## config.mk

```make
export PLATFORM = sky130hd
export DESIGN_NAME = multicycle_control
export DESIGN_NICKNAME = d
export VERILOG_FILES = /design/src/rtl/mc_control_pkg.sv /design/src/rtl/mc_opcode_classify.sv /design/src/rtl/multicycle_control.sv
export SDC_FILE = /design/constraint.sdc
export NUM_CORES = 1
export LEC_CHECK = 0
export ABC_AREA = 1
export CORE_ASPECT_RATIO = 0.6
export CORE_MARGIN = 2
export CORE_UTILIZATION = 48
export CTS_BUF_LIST = sky130_fd_sc_hd__clkbuf_4 sky130_fd_sc_hd__clkbuf_8 sky130_fd_sc_hd__clkbuf_16
export DETAILED_ROUTE_END_ITERATION = 12
export GPL_TIMING_DRIVEN = 1
export PLACE_DENSITY = 0.87
export SYNTH_ARGS = -nofsm -noshare
export SYNTH_HDL_FRONTEND = slang
export SYNTH_SLANG_ARGS = --single-unit
```

## constraint.sdc

```tcl
create_clock -name clk -period 2.1 [get_ports clk]
set_clock_uncertainty 0.1 [all_clocks]
set_input_delay 0.21 -clock clk [delete_from_list [all_inputs] [get_ports clk]]
set_output_delay 0.21 -clock clk [all_outputs]
set_load 0.1 [all_outputs]
```

## src/rtl/mc_control_pkg.sv

```systemverilog
// Shared state encodings, instruction constants and datapath select encodings
// for the multicycle controller.
package mc_control_pkg;

    localparam int unsigned STATE_W = 4;
    localparam int unsigned OP_W    = 6;
    localparam int unsigned SEL_W   = 2;

    typedef enum logic [STATE_W-1:0] {
        S_FETCH     = 4'd0,
        S_DECODE    = 4'd1,
        S_MEM_ADDR  = 4'd2,
        S_MEM_READ  = 4'd3,
        S_MEM_WB    = 4'd4,
        S_MEM_WRITE = 4'd5,
        S_R_EXEC    = 4'd6,
        S_R_WB      = 4'd7,
        S_BRANCH    = 4'd8,
        S_JUMP      = 4'd9,
        S_ADDI_EXEC = 4'd10,
        S_ADDI_WB   = 4'd11,
        S_JAL       = 4'd12,
        S_JR        = 4'd13,
        S_ERROR     = 4'd14
    } state_t;

    localparam logic [OP_W-1:0] OP_RTYPE = 6'b000000;
    localparam logic [OP_W-1:0] OP_LW    = 6'b100011;
    localparam logic [OP_W-1:0] OP_SW    = 6'b101011;
    localparam logic [OP_W-1:0] OP_BEQ   = 6'b000100;
    localparam logic [OP_W-1:0] OP_ADDI  = 6'b001000;
    localparam logic [OP_W-1:0] OP_J     = 6'b000010;
    localparam logic [OP_W-1:0] OP_JAL   = 6'b000011;
    localparam logic [OP_W-1:0] FN_JR    = 6'b001000;

    localparam logic [SEL_W-1:0] ALU_ADD   = 2'b00;
    localparam logic [SEL_W-1:0] ALU_SUB   = 2'b01;
    localparam logic [SEL_W-1:0] ALU_FUNCT = 2'b10;

    localparam logic [SEL_W-1:0] SRCB_REG     = 2'b00;
    localparam logic [SEL_W-1:0] SRCB_FOUR    = 2'b01;
    localparam logic [SEL_W-1:0] SRCB_IMM     = 2'b10;
    localparam logic [SEL_W-1:0] SRCB_IMM_SHL = 2'b11;

    localparam logic [SEL_W-1:0] PCS_ALU    = 2'b00;
    localparam logic [SEL_W-1:0] PCS_ALUOUT = 2'b01;
    localparam logic [SEL_W-1:0] PCS_JUMP   = 2'b10;
    localparam logic [SEL_W-1:0] PCS_REG    = 2'b11;

    localparam logic [SEL_W-1:0] RD_RT = 2'b00;
    localparam logic [SEL_W-1:0] RD_RD = 2'b01;
    localparam logic [SEL_W-1:0] RD_RA = 2'b10;

    localparam logic [SEL_W-1:0] MTR_ALU = 2'b00;
    localparam logic [SEL_W-1:0] MTR_MEM = 2'b01;
    localparam logic [SEL_W-1:0] MTR_PC  = 2'b10;

    typedef enum logic [2:0] {
        CLS_MEM,
        CLS_R,
        CLS_JR,
        CLS_BEQ,
        CLS_ADDI,
        CLS_J,
        CLS_JAL,
        CLS_ILLEGAL
    } instr_class_t;

    // fetch / done_on_rdy are the strobes later qualified by mem_ready
    typedef struct packed {
        logic             pc_write;
        logic             pc_write_cond;
        logic             iord;
        logic             mem_read;
        logic             mem_write;
        logic             fetch;
        logic             reg_write;
        logic             alu_src_a;
        logic [SEL_W-1:0] alu_src_b;
        logic [SEL_W-1:0] alu_op;
        logic [SEL_W-1:0] pc_source;
        logic [SEL_W-1:0] reg_dst;
        logic [SEL_W-1:0] mem_toreg;
        logic             done;
        logic             done_on_rdy;
        logic             err;
    } ctrl_t;

    function automatic ctrl_t decode_ctrl(state_t s);
        ctrl_t c;
        c = '0;
        case (s)
            S_FETCH: begin
                c.mem_read  = 1'b1;
                c.fetch     = 1'b1;
                c.alu_src_b = SRCB_FOUR;
                c.alu_op    = ALU_ADD;
                c.pc_source = PCS_ALU;
            end
            S_DECODE: begin
                c.alu_src_b = SRCB_IMM_SHL;
                c.alu_op    = ALU_ADD;
            end
            S_MEM_ADDR, S_ADDI_EXEC: begin
                c.alu_src_a = 1'b1;
                c.alu_src_b = SRCB_IMM;
                c.alu_op    = ALU_ADD;
            end
            S_MEM_READ: begin
                c.mem_read = 1'b1;
                c.iord     = 1'b1;
            end
            S_MEM_WB: begin
                c.reg_write = 1'b1;
                c.reg_dst   = RD_RT;
                c.mem_toreg = MTR_MEM;
                c.done      = 1'b1;
            end
            S_MEM_WRITE: begin
                c.mem_write   = 1'b1;
                c.iord        = 1'b1;
                c.done_on_rdy = 1'b1;
            end
            S_R_EXEC: begin
                c.alu_src_a = 1'b1;
                c.alu_src_b = SRCB_REG;
                c.alu_op    = ALU_FUNCT;
            end
            S_R_WB: begin
                c.reg_write = 1'b1;
                c.reg_dst   = RD_RD;
                c.mem_toreg = MTR_ALU;
                c.done      = 1'b1;
            end
            S_ADDI_WB: begin
                c.reg_write = 1'b1;
                c.reg_dst   = RD_RT;
                c.mem_toreg = MTR_ALU;
                c.done      = 1'b1;
            end
            S_BRANCH: begin
                c.alu_src_a     = 1'b1;
                c.alu_src_b     = SRCB_REG;
                c.alu_op        = ALU_SUB;
                c.pc_write_cond = 1'b1;
                c.pc_source     = PCS_ALUOUT;
                c.done          = 1'b1;
            end
            S_JUMP: begin
                c.pc_write  = 1'b1;
                c.pc_source = PCS_JUMP;
                c.done      = 1'b1;
            end
            S_JAL: begin
                c.pc_write  = 1'b1;
                c.pc_source = PCS_JUMP;
                c.reg_write = 1'b1;
                c.reg_dst   = RD_RA;
                c.mem_toreg = MTR_PC;
                c.done      = 1'b1;
            end
            S_JR: begin
                c.pc_write  = 1'b1;
                c.pc_source = PCS_REG;
                c.done      = 1'b1;
            end
            S_ERROR: c.err = 1'b1;
            default: ;
        endcase
        return c;
    endfunction

endpackage

```

## src/rtl/mc_opcode_classify.sv

```systemverilog
// Combinational instruction classifier: opcode/funct to instruction class,
// load flag and illegal flag.
module mc_opcode_classify
    import mc_control_pkg::*;
#(
    parameter bit ENABLE_JAL_JR = 1'b1
) (
    input  logic [5:0]   opcode_i,
    input  logic [5:0]   funct_i,
    output instr_class_t cls_o,
    output logic         is_load_o,
    output logic         illegal_o
);

    always_comb begin
        cls_o     = CLS_ILLEGAL;
        is_load_o = 1'b0;
        case (opcode_i)
            OP_LW: begin
                cls_o     = CLS_MEM;
                is_load_o = 1'b1;
            end
            OP_SW:   cls_o = CLS_MEM;
            OP_RTYPE: begin
                if (funct_i == FN_JR) cls_o = ENABLE_JAL_JR ? CLS_JR : CLS_ILLEGAL;
                else                  cls_o = CLS_R;
            end
            OP_BEQ:  cls_o = CLS_BEQ;
            OP_ADDI: cls_o = CLS_ADDI;
            OP_J:    cls_o = CLS_J;
            OP_JAL:  cls_o = ENABLE_JAL_JR ? CLS_JAL : CLS_ILLEGAL;
            default: ;
        endcase
    end

    assign illegal_o = (cls_o == CLS_ILLEGAL);

endmodule

```

## src/rtl/multicycle_control.sv

```systemverilog
// Multicycle MIPS-style main controller: Moore FSM with registered strobes,
// only the fetch strobes and the store completion qualified by mem_ready.
module multicycle_control
    import mc_control_pkg::*;
#(
    parameter bit MEM_HANDSHAKE   = 1'b1,
    parameter bit HALT_ON_ILLEGAL = 1'b1,
    parameter bit ENABLE_JAL_JR   = 1'b1
) (
    input  logic       clk,
    input  logic       rst_n,
    input  logic [5:0] opcode,
    input  logic [5:0] funct,
    input  logic       mem_ready,
    output logic       pc_write,
    output logic       pc_write_cond,
    output logic       iord,
    output logic       mem_read,
    output logic       mem_write,
    output logic       ir_write,
    output logic       reg_write,
    output logic       alu_src_a,
    output logic [1:0] alu_src_b,
    output logic [1:0] alu_op,
    output logic [1:0] pc_source,
    output logic [1:0] reg_dst,
    output logic [1:0] mem_toreg,
    output logic       instr_done,
    output logic       err_illegal_opcode,
    output logic [3:0] state
);

    state_t       state_q, state_d;
    ctrl_t        ctrl_q, ctrl_d;
    logic         active_q;
    logic         is_load_q, is_load_d;
    logic         rdy;
    instr_class_t cls;
    logic         cls_is_load;
    logic         cls_illegal;

    assign rdy = MEM_HANDSHAKE ? mem_ready : 1'b1;

    mc_opcode_classify #(
        .ENABLE_JAL_JR(ENABLE_JAL_JR)
    ) u_classify (
        .opcode_i (opcode),
        .funct_i  (funct),
        .cls_o    (cls),
        .is_load_o(cls_is_load),
        .illegal_o(cls_illegal)
    );

    // Next state; the first edge after reset only arms the FETCH strobes
    always_comb begin
        state_d   = state_q;
        is_load_d = is_load_q;
        if (!active_q) begin
            state_d = S_FETCH;
        end else begin
            case (state_q)
                S_FETCH:     if (rdy) state_d = S_DECODE;
                S_DECODE: begin
                    is_load_d = cls_is_load;
                    if (cls_illegal) begin
                        state_d = S_ERROR;
                    end else begin
                        case (cls)
                            CLS_MEM:  state_d = S_MEM_ADDR;
                            CLS_R:    state_d = S_R_EXEC;
                            CLS_JR:   state_d = S_JR;
                            CLS_BEQ:  state_d = S_BRANCH;
                            CLS_ADDI: state_d = S_ADDI_EXEC;
                            CLS_J:    state_d = S_JUMP;
                            CLS_JAL:  state_d = S_JAL;
                            default:  state_d = S_ERROR;
                        endcase
                    end
                end
                S_MEM_ADDR:  state_d = is_load_q ? S_MEM_READ : S_MEM_WRITE;
                S_MEM_READ:  if (rdy) state_d = S_MEM_WB;
                S_MEM_WRITE: if (rdy) state_d = S_FETCH;
                S_R_EXEC:    state_d = S_R_WB;
                S_ADDI_EXEC: state_d = S_ADDI_WB;
                S_MEM_WB, S_R_WB, S_ADDI_WB,
                S_BRANCH, S_JUMP, S_JAL, S_JR: state_d = S_FETCH;
                S_ERROR:     state_d = HALT_ON_ILLEGAL ? S_ERROR : S_FETCH;
                default:     state_d = S_FETCH;
            endcase
        end
        ctrl_d = decode_ctrl(state_d);
    end

    always_ff @(posedge clk or negedge rst_n) begin
        if (!rst_n) begin
            state_q   <= S_FETCH;
            ctrl_q    <= '0;
            active_q  <= 1'b0;
            is_load_q <= 1'b0;
        end else begin
            state_q   <= state_d;
            ctrl_q    <= ctrl_d;
            active_q  <= 1'b1;
            is_load_q <= is_load_d;
        end
    end

    assign pc_write           = ctrl_q.pc_write | (ctrl_q.fetch & rdy);
    assign ir_write           = ctrl_q.fetch & rdy;
    assign instr_done         = ctrl_q.done | (ctrl_q.done_on_rdy & rdy);
    assign pc_write_cond      = ctrl_q.pc_write_cond;
    assign iord               = ctrl_q.iord;
    assign mem_read           = ctrl_q.mem_read;
    assign mem_write          = ctrl_q.mem_write;
    assign reg_write          = ctrl_q.reg_write;
    assign alu_src_a          = ctrl_q.alu_src_a;
    assign alu_src_b          = ctrl_q.alu_src_b;
    assign alu_op             = ctrl_q.alu_op;
    assign pc_source          = ctrl_q.pc_source;
    assign reg_dst            = ctrl_q.reg_dst;
    assign mem_toreg          = ctrl_q.mem_toreg;
    assign err_illegal_opcode = ctrl_q.err;
    assign state              = state_q;

endmodule

```

==> results of run 1 <==
## state kept, by name, indices dropped and copies added, names as in the netlist, 2 cells and up
| name | flops |
|---|---|
| ctrl_q | 4 |
| state | 4 |
| alu_op | 2 |
| alu_src_b | 2 |
| mem_toreg | 2 |
| pc_source | 2 |
## worst max-delay path: cells and delay by family
| family | cells | cell delay [ns] |
|---|---|---|
| and+or+nand+nor | 10 | 1.08 |
| buffers and inverters | 2 | 0.52 |
## per-stage QoR
step	power [uW]	utilization	setup WS (ns)	hold slack (ns)
2_1_floorplan	1741	-	0.1027	-0.1856
3_3_place_gp	2014	0.6222	0.1157	0.4454
3_5_place_dp	2030	0.6222	0.07931	0.4512
4_1_cts	2313	0.6392	0.3649	0.2072
5_1_grt	2411	0.6392	0.1723	0.2075
6_report	2298	0.6392	0.3544	0.1932
## where the power goes
group / switching, uW / total (uW) / internal (uW)
Sequential: 49.5 / 626 / 577
Combinational: 1060 / 1390 / 331
Clock: 148 / 282 / 134
Total: 1260 / 2300 / 1040
## routing by layer
layer | vias to the layer above | track usage | wire length (um)
met2 | 43 | 0.2602 | 1059
met1 | 481 | 0.2690 | 1359
met5 | - | 0 | 0
li1 | 574 | - | -
met4 | 0 | 0 | 0
met3 | 0 | 0.05908 | 212
## Yosys cell counts
library cell / count / share of area
a21o_1: 1 / 0.0052
a21oi_1: 1 / 0.0035
a21oi_2: 1 / 0.0061
a21oi_4: 1 / 0.011
buf_4: 10 / 0.052
clkinv_1: 1 / 0.0026
conb_1: 1 / 0.0026
dfrtp_1: 25 / 0.43
inv_1: 20 / 0.052
inv_2: 10 / 0.026
inv_4: 1 / 0.0044
nand2_1: 24 / 0.063
nand2_2: 4 / 0.017
nand2_4: 6 / 0.047
nand3_1: 12 / 0.042
nand3_2: 3 / 0.021
nand4_1: 3 / 0.013
nor2_1: 18 / 0.047
nor2_2: 6 / 0.026
nor2_4: 5 / 0.039
nor2_8: 2 / 0.028
nor3_1: 1 / 0.0035
o21a_1: 1 / 0.0052
o21ai_0: 2 / 0.0070
o21ai_1: 7 / 0.024
o21ai_2: 2 / 0.012
or2_2: 1 / 0.0044
## cells by family (layout without fill, tap and decap cells)
kind of cell / Yosys count / after routing / synth area share
compound gates: 16 / 16 / 0.07479
simple gates: 85 / 85 / 0.3504
buf+inv: 42 / 75 / 0.1374
flops: 25 / 25 / 0.4348
other cells: 1 / 1 / 0.002606
## cell type report
type,instances,share of cell area
flip-flops and latches,25,0.3436
multi-input cells,102,0.3354
repair buffers,39,0.1990
inverters,32,0.06680
well taps,42,0.02863
clock buffers,3,0.02249
clock inverters,1,0.004090
## worst paths after layout
check,startpoint,end,cells past startpoint
max,opcode[5],ctrl_q[1]$_DFF_PN0_,12
min,rst_n,ctrl_q[1]$_DFF_PN0_,2
max reg2reg,state[3]$_DFF_PN0_,ctrl_q[1]$_DFF_PN0_,11
min reg2reg,is_load_q$_DFFE_PN0P_,is_load_q$_DFFE_PN0P_,2
max in group asynchronous,rst_n,state[3]$_DFF_PN0_,2
min in group clk,is_load_q$_DFFE_PN0P_,is_load_q$_DFFE_PN0P_,2
## cell usage in the layout, fill, tap and decap left out, types with 2 or more instances in the layout
master / synthesis / layout
nor2_8: 2 / 2
nand2_1: 24 / 24
nand2_2: 4 / 4
nor2_2: 6 / 6
nand4_1: 3 / 3
clkbuf_8: 0 / 3
nor2_4: 5 / 5
nand3_2: 3 / 3
nand2_4: 6 / 6
nor2_1: 18 / 18
o21ai_1: 7 / 7
clkdlybuf4s50_1: 0 / 14
inv_1: 20 / 20
dfrtp_1: 25 / 21
o21ai_2: 2 / 2
nand3_1: 12 / 12
buf_12: 0 / 3
o21ai_0: 2 / 2
inv_2: 10 / 10
buf_4: 10 / 22
dfrtp_2: 0 / 4
==> flow_metrics.tcl, run 1 <==
set metrics [dict create \
    cp_slowest_cell "clkdlybuf4s50_1" \
    place_hpwl_um 2194 \
    fin_nets 218 \
    syn2layout_area_growth_pct 27.57 \
    leakagePower_uw 0.0009822 \
    core_um2 2872 \
    clock_path_buffers 2 \
    setup.worst_path.class "in -> reg" \
    seq_area_frac_synth 0.4348 \
    fin_cells 244 \
    finalSetupViolCount 0 \
    fin_crit_ns 1.746 \
    vdd_drop_max_mv 0.5809 \
    htreeDepth 1 \
    crit_path_max_fanout 7 \
    placed_cells 240 \
    die_h_um 46.41 \
    drc 0 \
    clkLatencyLatePin_ns 0.27 \
    outcome "finished clean" \
    dpl_cell_area_um2 1787 \
    port_buffers 38 \
    syn_area_um2 1439 \
    grt_pass1_wl_um 4491 \
    fmax_ghz 0.5729 \
    ant_nets 0 \
    rows 15 \
    clock-root-buffer "clkbuf_8" \
    r2r_slack_ns 0.38 \
    arrival_ns 1.82 \
    finalSetupTns_ns 0 \
    first_iter_violations 42 \
    cp-start-kind "input port" \
    worstPathRequired_ns 2.18 \
    first_global_vias 993 \
    num_vias 1098 \
    finalWirelength_um 2630 \
    max_cap_violations 0 \
    ys_seq_elements 25 \
    syn_avg_cell_area_um2 8.514 \
    p_per_area_nw_per_um2 1252 \
    start_util 0.5011 \
    fin_area_um2 1836 \
    cts_sinks 25 \
    grt_max_degree 26 \
    grt_antenna_before_repair 0 \
    rsz0062_at_grt "no" \
    end_kind "register" \
    synth.distinct_cells 27 \
    post_cts_buffers 0 \
    drt_pass1_iterations 5 \
    io_pins 39 \
    antennaDiodeCount 0 \
    netlist_instances 169 \
    dieArea_um2 3466 \
    crit_chain "clkdlybuf4s50_1 -> nor2_4 -> nand2_2 -> nor2_2 -> nand2_1 -> nand2_1 -> nand2_2 -> nand2_4 -> inv_4 -> nor2_8 -> nand2_4 -> nor2_1" \
    ctsHoldBuffers 0 \
    min_path_type "in -> async" \
    fillers 225 \
    drt-vias-per-instance 4.500 \
    numCtsBuffers 3 \
    register_area_um2 630.6 \
    fin_crit_sh 0.8313 \
    wire_per_inst_um 10.78 \
    postCtsResizedCells 0 \
    slowest_delay_ns 0.46 \
    multiInputGateArea_um2 615.6 \
    grt_use_total 0.1766 \
    place_congestion 0.9011 \
    die_w_um 74.69 \
    drv_slew 0 \
    cts_tree "built" \
    hold_viol 0 \
    ys_warn_count 0 \
    layout-drive-gt1-share 0.3713 \
    synth_fp_nets 184 \
    cts.clk_slew.worst_paths_ns 0.09 \
    grt_overflow 0 \
]
Note: power is estimated with default switching activity, not from simulation.
==> run 2, diff against run 1 <==
==> constraint.sdc (replaced) <==
create_clock -name clk -period 1.7 [get_ports clk]
set_clock_uncertainty 0.1 [all_clocks]
set_input_delay 0.17 -clock clk [delete_from_list [all_inputs] [get_ports clk]]
set_output_delay 0.17 -clock clk [all_outputs]
set_load 0.1 [all_outputs]
==> run 2 against run 1 <==
Compared with the run above:
- the run now ends with setup timing left
- combinational power grew 70%
- critical path depth down 2
- register-to-register slack got worse by 0.49 ns
- final cell count rose by 9.4%
- routed wire length increased by 66%
- total power rose by 55%
- via count grew 21%
- global-route usage is 6.7 points higher
- clock power increased by 27%
- critical path type is now reg -> reg
- largest power group unchanged
==> flow_metrics.tcl, run 2 (same netlist as run 1, synthesis figures left out) <==
set metrics [dict create \
    min_path_type "in -> async" \
    clkLatencyLatePin_ns 0.27 \
    layout-drive-gt1-share 0.5556 \
    ant_nets 0 \
    dpl_cell_area_um2 2216 \
    wire_per_inst_um 16.32 \
    clock-root-buffer "clkbuf_8" \
    register_area_um2 641.9 \
    grt_max_degree 26 \
    antennaDiodeCount 0 \
    drc 0 \
    syn2layout_area_growth_pct 70.35 \
    hold_viol 0 \
    cp_slowest_cell "dfrtp_4" \
    worst_slack_ns -0.1150 \
    crit_path_max_fanout 4 \
    arrival_ns 1.85 \
    grt_use_total 0.2433 \
    most-common-layout-cells "buf_12 (25), buf_4 (21), dfrtp_1 (20), nand2_1 (16), inv_1 (16)" \
    p_per_area_nw_per_um2 1455 \
    max_cap_violations 0 \
    grt_antenna_before_repair 0 \
    finalSetupTns_ns -0.9739 \
    first_iter_violations 54 \
    grt_overflow 0 \
    clock_path_buffers 2 \
    failed_checks "setup timing" \
    crit_family "simple AND/OR/NAND/NOR gates" \
    drv_slew 0 \
    crit_chain "nor2_4 -> inv_4 -> nor2_8 -> nand2_2 -> clkinv_2 -> nand3_2 -> nand2_4 -> o21ai_2 -> o21ai_2 -> nand3_1" \
    end_kind "register" \
    die_w_um 74.69 \
    drt_pass1_iterations 4 \
    fillers 136 \
    numCtsBuffers 3 \
    io_pins 39 \
    worstPathRequired_ns 1.73 \
    cts.clk_slew.worst_paths_ns 0.07 \
    htreeDepth 1 \
    fin_nets 241 \
    core_um2 2872 \
    cp-start-kind "register" \
    vdd_drop_max_mv 1.351 \
    pre_cts_slack_ns -0.2768 \
    finalWirelength_um 4358 \
    grt_pass1_wl_um 5975 \
    fin_crit_ns 1.815 \
    outcome "complete, but fails checks" \
    rsz0062_at_grt "yes" \
    place_congestion 0.9321 \
    num_vias 1330 \
    start_util 0.5011 \
    rows 15 \
    cpMostUsedCell "o21ai_2" \
    cts_sinks 25 \
    setup.worst_path.class "reg -> reg" \
    leakagePower_uw 0.001227 \
    fin_area_um2 2451 \
    cts_tree "built" \
    fmax_ghz 0.5510 \
    ctsHoldBuffers 0 \
    multiInputGateArea_um2 744.5 \
    final_common_cell "buf_12" \
    worst-path-buf-inv 2 \
    fin_crit_sh 1.068 \
    slowest_delay_ns 0.51 \
    dieArea_um2 3466 \
    first_global_vias 1270 \
    report.power.total_uw 3566 \
    place_hpwl_um 2796 \
    port_buffers 38 \
    drt-vias-per-instance 4.981 \
    finalSetupViolCount 19 \
    holdWs_ns 0.1612 \
    die_h_um 46.41 \
]
## run 2: through the flow
stage                     std cells    util
after floorplan                 169       -
after global placement          254  0.7717
after detailed placement        254  0.7717
after CTS                       262  0.8061
after global routing            267  0.8536
final                           267  0.8536
## run 2: final timing paths
check                      cells after the start                  start               endpoint  slack [ns]
setup reg to reg                              10     state[3]$_DFF_PN0_    ctrl_q[2]$_DFF_PN0_       -0.11
hold / removal                                 2                  rst_n   ctrl_q[15]$_DFF_PN0_        0.16
max in group asynchronous                      2                  rst_n     state[1]$_DFF_PN0_        1.07
min in group clk                               5              opcode[3]  is_load_q$_DFFE_PN0P_        0.33
hold reg to reg                                2  is_load_q$_DFFE_PN0P_  is_load_q$_DFFE_PN0P_        0.50
setup / recovery                              10     state[3]$_DFF_PN0_    ctrl_q[2]$_DFF_PN0_       -0.11
## run 2: what timing repair did
| item | 4_1_cts | 5_1_grt |
|---|---|---|
| buffers inserted | 4 | 5 |
| setup endpoints to repair | 16 | 21 |
| pin swaps | 6 | 15 |
| gates resized for setup | 10 | 29 |
## run 2: cell type report
class	instances	share of cell area
Clock buffer	4	0.01991
Inverter	32	0.05513
Tap cell	42	0.02144
Sequential cell	25	0.2619
Multi-Input combinational cell	102	0.3037
Timing Repair Buffer	62	0.3379
## run 2: layer usage
layer	vias to the layer above	wire length, um	global-route usage
met3	10	273	0.05908
li1	617	-	-
met5	-	0	0
met2	62	2215	0.4319
met1	641	1794	0.3040
met4	0	74	0.06071
## run 2: where the power goes
part           switching [uW]  internal, uW  total (uW)  leakage [uW]
sequential                121           724         845      0.000323
clock                     175           184         358     0.0000262
combinational            1500           859        2360      0.000878
